`src/rtl/alu_seq_pkg.sv`:
```
// Shared types and constants for the sequential ALU: opcodes, FSM states
// and the BCD digit correction constants.
package alu_seq_pkg;

    typedef enum logic [3:0] {
        OP_ROR  = 4'b0000,
        OP_MUL  = 4'b0001,
        OP_ADD  = 4'b0011,
        OP_SUB  = 4'b0111,
        OP_ROL  = 4'b1011,
        OP_OR   = 4'b1100,
        OP_AND  = 4'b1101,
        OP_XOR  = 4'b1110,
        OP_PASS = 4'b1111
    } op_t;

    typedef enum logic [1:0] {
        IDLE  = 2'd0,
        DIGIT = 2'd1,
        MUL   = 2'd2
    } state_t;

    localparam logic [3:0] BCD_CORR_ADD = 4'd6;
    localparam logic [3:0] BCD_CORR_SUB = 4'd10;

endpackage

```
`src/rtl/alu_seq_bcd_digit.sv`:
```
// One BCD digit step: decimal add (a+b+cin) or subtract (a-b-~cin)
// with decimal correction. Purely combinational; the top level feeds it one
// nibble per DIGIT cycle and keeps the running carry.
module bcd_digit
    import alu_seq_pkg::*;
(
    input  logic [3:0] a,
    input  logic [3:0] b,
    input  logic       cin,
    input  logic       sub,
    output logic [3:0] d,
    output logic       cout
);

    logic [4:0] sum5;
    logic [4:0] diff5;

    // Digit add/sub; for subtract, cin=1 means "no borrow" from the lower digit
    always_comb begin
        sum5  = {1'b0, a} + {1'b0, b} + {4'b0, cin};
        diff5 = {1'b0, a} - {1'b0, b} - {4'b0, ~cin};
        d     = sum5[3:0];
        cout  = 1'b0;
        if (sub) begin
            if (diff5[4]) begin
                d    = diff5[3:0] + BCD_CORR_SUB;
                cout = 1'b0;
            end else begin
                d    = diff5[3:0];
                cout = 1'b1;
            end
        end else if (sum5 > 5'd9) begin
            d    = sum5[3:0] + BCD_CORR_ADD;
            cout = 1'b1;
        end
    end

endmodule

```
`src/rtl/alu_seq.sv`:
```
// Multi-cycle ALU with valid/ready handshake. Binary and logic ops finish in
// one cycle; decimal ADD/SUB walks one BCD digit per enabled cycle; the
// optional unsigned shift-add multiplier is enabled by defining ALU_SEQ_MUL_EN.
module alu_seq
    import alu_seq_pkg::*;
#(
    parameter int WIDTH  = 8,
    parameter int DIGITS = WIDTH / 4
) (
    input  logic             clk,
    input  logic             reset,
    input  logic             clk_en,
    input  logic             in_valid,
    output logic             in_ready,
    input  logic [3:0]       op,
    input  logic [WIDTH-1:0] ai,
    input  logic [WIDTH-1:0] bi,
    input  logic             ci,
    input  logic             bcd,
    output logic             out_valid,
    output logic [WIDTH-1:0] out,
    output logic [WIDTH-1:0] out_hi,
    output logic             co,
    output logic             v,
    output logic             z,
    output logic             n,
    output logic             hc
);

    localparam int CW = $clog2(WIDTH) + 1;

    state_t           state_reg;
    logic [CW-1:0]    cnt_reg;
    logic [WIDTH-1:0] a_sh_reg, b_sh_reg, res_sh_reg;
    logic             carry_reg, sub_reg, v_pend_reg, hc_bcd_reg;
    logic             out_valid_reg, co_reg, v_reg, z_reg, n_reg, hc_reg;
    logic [WIDTH-1:0] out_reg;

    logic [WIDTH-1:0] b_eff, bin_res, dig_res;
    logic [WIDTH:0]   sum_w;
    logic [4:0]       nib_sum;
    logic             add_v, bin_co, bin_v, bin_hc, start_bcd;
    logic [3:0]       dig_d;
    logic             dig_c;

    // Single-cycle result and flags straight from the request inputs
    always_comb begin
        b_eff     = (op == OP_SUB) ? ~bi : bi;
        sum_w     = {1'b0, ai} + {1'b0, b_eff} + {{WIDTH{1'b0}}, ci};
        nib_sum   = {1'b0, ai[3:0]} + {1'b0, b_eff[3:0]} + {4'b0, ci};
        add_v     = (ai[WIDTH-1] == b_eff[WIDTH-1]) && (sum_w[WIDTH-1] != ai[WIDTH-1]);
        start_bcd = ((op == OP_ADD) || (op == OP_SUB)) && bcd;
        bin_res   = ai;
        bin_co    = 1'b0;
        bin_v     = 1'b0;
        bin_hc    = 1'b0;
        case (op)
            OP_ADD, OP_SUB: begin
                bin_res = sum_w[WIDTH-1:0];
                bin_co  = sum_w[WIDTH];
                bin_v   = add_v;
                bin_hc  = nib_sum[4];
            end
            OP_ROL: begin
                bin_res = {ai[WIDTH-2:0], ci};
                bin_co  = ai[WIDTH-1];
            end
            OP_ROR: begin
                bin_res = {ci, ai[WIDTH-1:1]};
                bin_co  = ai[0];
            end
            OP_OR:   bin_res = ai | bi;
            OP_AND:  bin_res = ai & bi;
            OP_XOR:  bin_res = ai ^ bi;
            default: bin_res = ai;
        endcase
    end

    bcd_digit u_digit (
        .a    (a_sh_reg[3:0]),
        .b    (b_sh_reg[3:0]),
        .cin  (carry_reg),
        .sub  (sub_reg),
        .d    (dig_d),
        .cout (dig_c)
    );

    // New digit enters at the top so the result is aligned after the last digit
    assign dig_res = {dig_d, res_sh_reg[WIDTH-1:4]};

`ifdef ALU_SEQ_MUL_EN
    logic [WIDTH-1:0] mul_hi_reg, out_hi_reg, mul_hi_next, mul_lo_next;
    logic [WIDTH:0]   mul_sum;

    // One shift-add step: b_sh_reg doubles as the low product half
    always_comb begin
        mul_sum     = {1'b0, mul_hi_reg} + (b_sh_reg[0] ? {1'b0, a_sh_reg} : {(WIDTH+1){1'b0}});
        mul_hi_next = mul_sum[WIDTH:1];
        mul_lo_next = {mul_sum[0], b_sh_reg[WIDTH-1:1]};
    end

    assign out_hi = out_hi_reg;
`else
    assign out_hi = '0;
`endif

    // Sequencer FSM with registered result, flags and out_valid pulse
    always_ff @(posedge clk or posedge reset) begin
        if (reset) begin
            state_reg     <= IDLE;
            cnt_reg       <= '0;
            a_sh_reg      <= '0;
            b_sh_reg      <= '0;
            res_sh_reg    <= '0;
            carry_reg     <= 1'b0;
            sub_reg       <= 1'b0;
            v_pend_reg    <= 1'b0;
            hc_bcd_reg    <= 1'b0;
            out_valid_reg <= 1'b0;
            out_reg       <= '0;
            co_reg        <= 1'b0;
            v_reg         <= 1'b0;
            z_reg         <= 1'b0;
            n_reg         <= 1'b0;
            hc_reg        <= 1'b0;
`ifdef ALU_SEQ_MUL_EN
            mul_hi_reg    <= '0;
            out_hi_reg    <= '0;
`endif
        end else if (clk_en) begin
            out_valid_reg <= 1'b0;
            case (state_reg)
                IDLE: begin
                    if (in_valid) begin
                        if (start_bcd) begin
                            state_reg  <= DIGIT;
                            cnt_reg    <= '0;
                            a_sh_reg   <= ai;
                            b_sh_reg   <= bi;
                            carry_reg  <= ci;
                            sub_reg    <= (op == OP_SUB);
                            v_pend_reg <= bin_v;
                        end
`ifdef ALU_SEQ_MUL_EN
                        else if (op == OP_MUL) begin
                            state_reg  <= MUL;
                            cnt_reg    <= '0;
                            a_sh_reg   <= ai;
                            b_sh_reg   <= bi;
                            mul_hi_reg <= '0;
                        end
`endif
                        else begin
                            out_valid_reg <= 1'b1;
                            out_reg       <= bin_res;
                            co_reg        <= bin_co;
                            v_reg         <= bin_v;
                            z_reg         <= (bin_res == '0);
                            n_reg         <= bin_res[WIDTH-1];
                            hc_reg        <= bin_hc;
`ifdef ALU_SEQ_MUL_EN
                            out_hi_reg    <= '0;
`endif
                        end
                    end
                end
                DIGIT: begin
                    a_sh_reg   <= a_sh_reg >> 4;
                    b_sh_reg   <= b_sh_reg >> 4;
                    res_sh_reg <= dig_res;
                    carry_reg  <= dig_c;
                    cnt_reg    <= cnt_reg + CW'(1);
                    if (cnt_reg == '0) hc_bcd_reg <= dig_c;
                    if (cnt_reg == CW'(DIGITS - 1)) begin
                        state_reg     <= IDLE;
                        out_valid_reg <= 1'b1;
                        out_reg       <= dig_res;
                        co_reg        <= dig_c;
                        v_reg         <= v_pend_reg;
                        z_reg         <= (dig_res == '0);
                        n_reg         <= dig_res[WIDTH-1];
                        hc_reg        <= hc_bcd_reg;
`ifdef ALU_SEQ_MUL_EN
                        out_hi_reg    <= '0;
`endif
                    end
                end
`ifdef ALU_SEQ_MUL_EN
                MUL: begin
                    mul_hi_reg <= mul_hi_next;
                    b_sh_reg   <= mul_lo_next;
                    cnt_reg    <= cnt_reg + CW'(1);
                    if (cnt_reg == CW'(WIDTH - 1)) begin
                        state_reg     <= IDLE;
                        out_valid_reg <= 1'b1;
                        out_reg       <= mul_lo_next;
                        out_hi_reg    <= mul_hi_next;
                        co_reg        <= 1'b0;
                        v_reg         <= 1'b0;
                        z_reg         <= ({mul_hi_next, mul_lo_next} == '0);
                        n_reg         <= mul_hi_next[WIDTH-1];
                        hc_reg        <= 1'b0;
                    end
                end
`endif
                default: state_reg <= IDLE;
            endcase
        end
    end

    assign in_ready  = (state_reg == IDLE);
    assign out_valid = out_valid_reg;
    assign out       = out_reg;
    assign co        = co_reg;
    assign v         = v_reg;
    assign z         = z_reg;
    assign n         = n_reg;
    assign hc        = hc_reg;

endmodule
```
`config.mk`:
```
export PLATFORM = sky130hd
export DESIGN_NAME = alu_seq
export DESIGN_NICKNAME = d
export VERILOG_FILES = /design/src/rtl/alu_seq_pkg.sv /design/src/rtl/alu_seq_bcd_digit.sv /design/src/rtl/alu_seq.sv
export SDC_FILE = /design/constraint.sdc
export NUM_CORES = 1
export LEC_CHECK = 0
export CAP_MARGIN = 20
export CORE_UTILIZATION = 35
export DETAILED_ROUTE_END_ITERATION = 10
export GPL_TIMING_DRIVEN = 0
export PLACE_DENSITY = 0.61
export SETUP_SLACK_MARGIN = 0.1
export SYNTH_ARGS = -nofsm -noshare
export SYNTH_HDL_FRONTEND = slang
export SYNTH_SLANG_ARGS = --single-unit
export TNS_END_PERCENT = 50
```
`constraint.sdc`:
```
create_clock -name clk -period 3.08 [get_ports clk]
set_input_delay 0.616 -clock clk [delete_from_list [all_inputs] [get_ports clk]]
set_output_delay 0.616 -clock clk [all_outputs]
set_load 0.01 [all_outputs]
```
* Word level (Yosys, flattened, before mapping)
Index checks and enable logic that the tools add are counted.
** Cells by class
- $add $sub $neg :: 11
- $lt $le $gt $ge :: 1
- Equality and inequality tests :: 14
- Muxes and demuxes :: 55
- Bitwise operators :: 5
- Reduce and logical (&&, ||, !) cells :: 16
** Operators with widths (count)
- $mux 8 :: 8
- $pmux 8 s2 :: 3
- $pmux 8 s6 :: 1
- $mux 1 :: 25
- $mux 4 :: 5
- $eq 4x4->1 const B :: 4
- $logic_not 8->1 :: 2
- $pmux 1 s2 :: 7
- $reduce_and 4->1 :: 3
- $add 4x4->5 :: 2
- $add 5x1->5 :: 2
- $add 8x8->9 :: 1
- $add 9x1->9 :: 1
- $and 8x8->8 :: 1
- $logic_not 4->1 :: 2
- $not 8->8 :: 1
- $or 8x8->8 :: 1
- $pmux 4 s2 :: 1
- $xor 8x8->8 :: 1
- $mux 2 :: 3
- $ne 2x2->1 const B :: 3
- $gt 5x4->1 const B :: 1
- $reduce_and 5->1 :: 1
- $sub 4x4->5 :: 1
- 21 further kinds :: 22
** Storage, ports and cells
- Flip-flop bits (word level) :: 48
- Input port bits :: 26
- Output and inout port bits :: 23

* Longest topological paths before layout
- Depth after elaboration :: 10
- Gate-level depth with buffers :: 16

* Modules after synthesis
From an unflattened synthesis, not the netlist that was laid out.
** Unflattened totals
- Cells, all modules :: 440
- Area, all modules :: 3846.2 um2
** Modules (own cells, without submodules)
- alu_seq :: times used 1, cells an instance 365, area an instance 3239.4 um2
- bcd_digit :: times used 1, cells an instance 75, area an instance 606.8 um2

* Worst setup path before layout
OpenSTA, ideal clock, no wires.
- Path type :: input port to flip-flop
- From :: input port op[1]
- To :: register out_reg[6] (netlist: out[6])
- Library setup time :: 76 ps
- Arrival time :: 3600 ps
- Setup slack :: -596 ps
- Stages :: 16
- Path buffers :: 2
- Path through :: buf_6 -> nand2_1 -> nor2_1 -> buf_2 -> nand2_1 -> xnor2_1 -> fa_1 -> inv_1 -> fa_1 -> a211oi_1 -> nor2_1 -> or3_1 -> a21boi_1 -> o32ai_1 -> mux2_2 -> o21ai_1
** Between the ends
- Word-level cells in the longest chain between the ends :: 8
- Elaborated cells between the ends (all ways) :: 19
** RTL lines
- from (decl) :: RTL line alu_seq.sv:15 : input logic [3:0] op,
- $eq 4x3->1 :: RTL line alu_seq.sv:48, alu_seq.sv:52, alu_seq.sv:57
- $mux 8 :: RTL line alu_seq.sv:48 : b_eff = (op == OP_SUB) ? ~bi : bi;
- $add 8x8->9 :: RTL line alu_seq.sv:49 : sum_w = {1'b0, ai} + {1'b0, b_eff} + {{WIDTH{1'b0}}, ci};
- $add 9x1->9 :: RTL line alu_seq.sv:49
- $pmux 8 s6 :: RTL line alu_seq.sv:57 : case (op)
- $mux 8 :: RTL line alu_seq.sv:135 : if (start_bcd) begin
- $mux 8 :: RTL line alu_seq.sv:134 : if (in_valid) begin
- $pmux 8 s2 :: RTL line alu_seq.sv:132 : case (state_reg)
- to (signal assigned) :: RTL line alu_seq.sv:155 : out_reg <= bin_res;
- to (signal assigned) :: RTL line alu_seq.sv:177 : out_reg <= dig_res;
- to (decl) :: RTL line alu_seq.sv:37 : logic [WIDTH-1:0] out_reg;
Parallel ways exist; a longest one is shown, timed or not. The select of a mux whose other input is x is not followed.
A chain may end at the register's enable or synchronous reset.

* Final worst setup path
- From :: input port op[1]
- To :: register z_reg (netlist: z)
** Between the ends
- Word-level cells in the longest chain between the ends :: 9
- Elaborated cells between the ends (all ways) :: 20
** RTL lines
- $eq 4x3->1 :: RTL line alu_seq.sv:48, alu_seq.sv:52, alu_seq.sv:57
- $mux 8 :: RTL line alu_seq.sv:48
- $add 8x8->9 :: RTL line alu_seq.sv:49
- $add 9x1->9 :: RTL line alu_seq.sv:49
- $pmux 8 s6 :: RTL line alu_seq.sv:57
- $logic_not 8->1 :: RTL line alu_seq.sv:158 : z_reg <= (bin_res == '0);
- $mux 1 :: RTL line alu_seq.sv:135
- $mux 1 :: RTL line alu_seq.sv:134
- $pmux 1 s2 :: RTL line alu_seq.sv:132
- to (signal assigned) :: RTL line alu_seq.sv:158
- to (signal assigned) :: RTL line alu_seq.sv:180 : z_reg <= (dig_res == '0);
- to (decl) :: RTL line alu_seq.sv:36 : logic out_valid_reg, co_reg, v_reg, z_reg, n_reg, hc_reg;
Parallel ways exist; a longest one is shown, timed or not. The select of a mux whose other input is x is not followed.

==> impl_metrics.tcl <==
set metrics [dict create \
    slew_violations 0 \
    yosysMostFrequentCell "nand2_1" \
    crit_path_max_fanout 2 \
    numPortBuffers 39 \
    start_util_pct 35.9 \
    cts_buffer_depth 2 \
    ys_seq_elements 42 \
    holdBufCountCts 0 \
    rsz0062_at_grt "true" \
    hold_ws_ns 0.484 \
    hold_viol 0 \
    power_frac_seq_pct 23.7 \
    cts-root-buf "clkbuf_8" \
    avgRoutedWirePerCell_um 17.0 \
    drtIter0Drc 153 \
    dp_hpwl_mm 9.11 \
    async_flop_share_pct 100 \
    die_y_um 107 \
    n_antenna_cell 0 \
    grt_max_degree 43 \
    final_cells 682 \
    place_congestion 0.934 \
    netlist-cell-type-count 67 \
    fp.dieW_um 107 \
    synth_cells 473 \
    antenna_found_initial 0 \
    preCtsSetupSlack_ns -1.17 \
    ant_nets 0 \
    worstMarginPinSlew_ns 0.869 \
    yosys_warnings 0 \
    cts.clk_slew.worst_paths_ns 0.08 \
    power.internal_mw 2.12 \
    combPwrFrac_pct 67.1 \
    final_util_pct 45.3 \
    synth-edff-count 0 \
    dominantRegCellSynth "dfrtp_1" \
    grt_pass1_vias 3652 \
    hold_path.class "reg -> reg" \
    fin_setup_tns_ns -0.106 \
    switching_share_pct 46.8 \
    numCtsBuffers 5 \
    startpoint_type "input pin" \
    fin_skew_ns 0.0136 \
    first_pass_iters 5 \
    rows 38 \
    fmax_mhz 318 \
    globalRoute.totalOverflow 0 \
    total_power_mw 3.99 \
    violations "negative setup slack" \
    end_kind "register" \
    drc_errors 0 \
    avgSynthCellArea_um2 8.23 \
    io_pins 49 \
    grtUsageTotal_pct 21.0 \
    grt_pass1_wl_mm 18.7 \
    viasPerCell 5.38 \
    vias 3671 \
    maxCapViolations 0 \
    synthToLayoutAreaGrowth_pct 26.2 \
    dpl-instance-area_um2 4580 \
    leakage_nw 2.23 \
    cts_sinks 42 \
    cts_tree "built" \
    synthTopCellsByArea "dfrtp_1 27%, ha_1 12%, nand2_1 5.4%" \
    yosysSeqAreaShare_pct 27.0 \
    synth_commonest_cells "56 x nand2_1, 42 x dfrtp_1, 42 x o21ai_0, 40 x inv_1, 37 x ha_1" \
    synth_top_area_share_pct 27.0 \
    p_switching_mw 1.87 \
    setup_viol 3 \
    slew_headroom_pct 42.0 \
    yosys.area.top_type "dfrtp_1" \
    htreeDepth 2 \
    fin_crit_ns 3.15 \
    cp.required_ns 3.31 \
    period_share_pct 102 \
    fin_nets 610 \
    design_area_um2 4910 \
    die-area_um2 11500 \
    coreArea_um2 10800 \
    setup_ws_ns -0.0695 \
    clkLatencyLatePin_ns 0.31 \
    critPathKind "in -> reg" \
    ir_drop_mv 0.470 \
    drt_wl_total_mm 11.6 \
    p_per_area_nw_per_um2 812 \
    arrival_ns 3.38 \
    place_inst 659 \
    drive_gt1_share_pct 15.3 \
    p_clk_share_pct 9.3 \
    synth.cell_area_um2 3890 \
    status "finished with violations" \
]
layer usage:
metal  wire length, um  vias up  GRT usage [%]
met4               397        0           9.10
li1                  -     1797              -
met5                 0        -              0
met2              5600       82           35.5
met1              5170     1771           27.0
met3               443       21           2.42
worst paths after layout:
path	cells after the start	slack, ns	to	startpoint
min in group asynchronous	2	0.82	a_sh_reg[5]	reset
max in group asynchronous	2	1.72	sub_reg	reset
hold / removal	2	0.48	a_sh_reg[6]	a_sh_reg[6]
setup reg to reg	11	0.09	out[6]	a_sh_reg[0]
setup / recovery	16	-0.07	z	op[1]
hold reg to reg	2	0.48	a_sh_reg[6]	a_sh_reg[6]
final cells by class:
cell class | count | area, um2
Clock buffer | 5 | 68.8
Inverter | 43 | 161
Tap cell | 140 | 175
Buffer | 27 | 180
Fill cell | 1111 | 5930
Clock inverter | 3 | 25.0
Sequential cell | 42 | 1050
Multi-Input combinational cell | 366 | 2720
Timing Repair Buffer | 56 | 527
cells by family after synthesis:
kind of cell    share of synthesized area [%]
fa+ha+maj                                15.0
mux                                      4.24
other cells                            0.0963
compound gates                           23.2
xor+xnor                                 4.05
flops                                    27.0
buf+inv                                  8.26
simple gates                             18.1
worst max-delay path, cell delays in order:
cell and delay (ns):
buf_8 0.07, buf_12 0.09, nand2_8 0.05, nor2_4 0.11, buf_8 0.13, nand2_8 0.07
xnor2_4 0.13, fa_2 0.37, inv_2 0.08, fa_2 0.44, a22o_1 0.22, a221o_1 0.32
o22a_1 0.23, and3b_1 0.23, nand4_1 0.08, o21ai_1 0.14
power by group through the flow:
stage / Clock (mW) / Sequential (mW) / Combinational (mW)
finish: 0.369 / 0.943 / 2.67
global route: 0.400 / 0.975 / 2.98
CTS: 0.383 / 0.944 / 2.50
detailed placement: 0 / 0.954 / 2.44
global placement: 0 / 0.942 / 2.37
floorplan: 0 / 0.943 / 1.70
layout by cell type (no fill, tap or decap), types with 4 or more instances in the layout:
| master | instances |
|---|---|
| a21oi_1 | 23 |
| o21ai_1 | 7 |
| nand2b_1 | 6 |
| inv_2 | 5 |
| buf_2 | 6 |
| o21ai_0 | 42 |
| a21o_1 | 4 |
| nand3b_1 | 6 |
| a22o_1 | 4 |
| o21a_1 | 8 |
| conb_1 | 8 |
| o22ai_1 | 4 |
| buf_4 | 25 |
| fa_1 | 4 |
| and2_1 | 7 |
| dfrtp_1 | 42 |
| clkdlybuf4s50_1 | 32 |
| clkbuf_8 | 6 |
| or3_1 | 6 |
| xor2_1 | 7 |
| nand2_1 | 54 |
| ha_1 | 37 |
| nor2_1 | 19 |
| mux2i_1 | 10 |
| o211ai_1 | 5 |
| xnor2_1 | 9 |
| nand3_1 | 5 |
| a31oi_1 | 4 |
| inv_1 | 37 |
| or4_1 | 4 |
| clkbuf_1 | 7 |
| and3_1 | 7 |
| nor3_1 | 6 |
timing repair:
item / CTS / global route
setup buffers: 14 / 3
gates resized for setup: 38 / 11
endpoints found under the setup margin: 13 / 10
pin swaps: 16 / 4
Note: power is estimated with default switching activity, not from simulation.
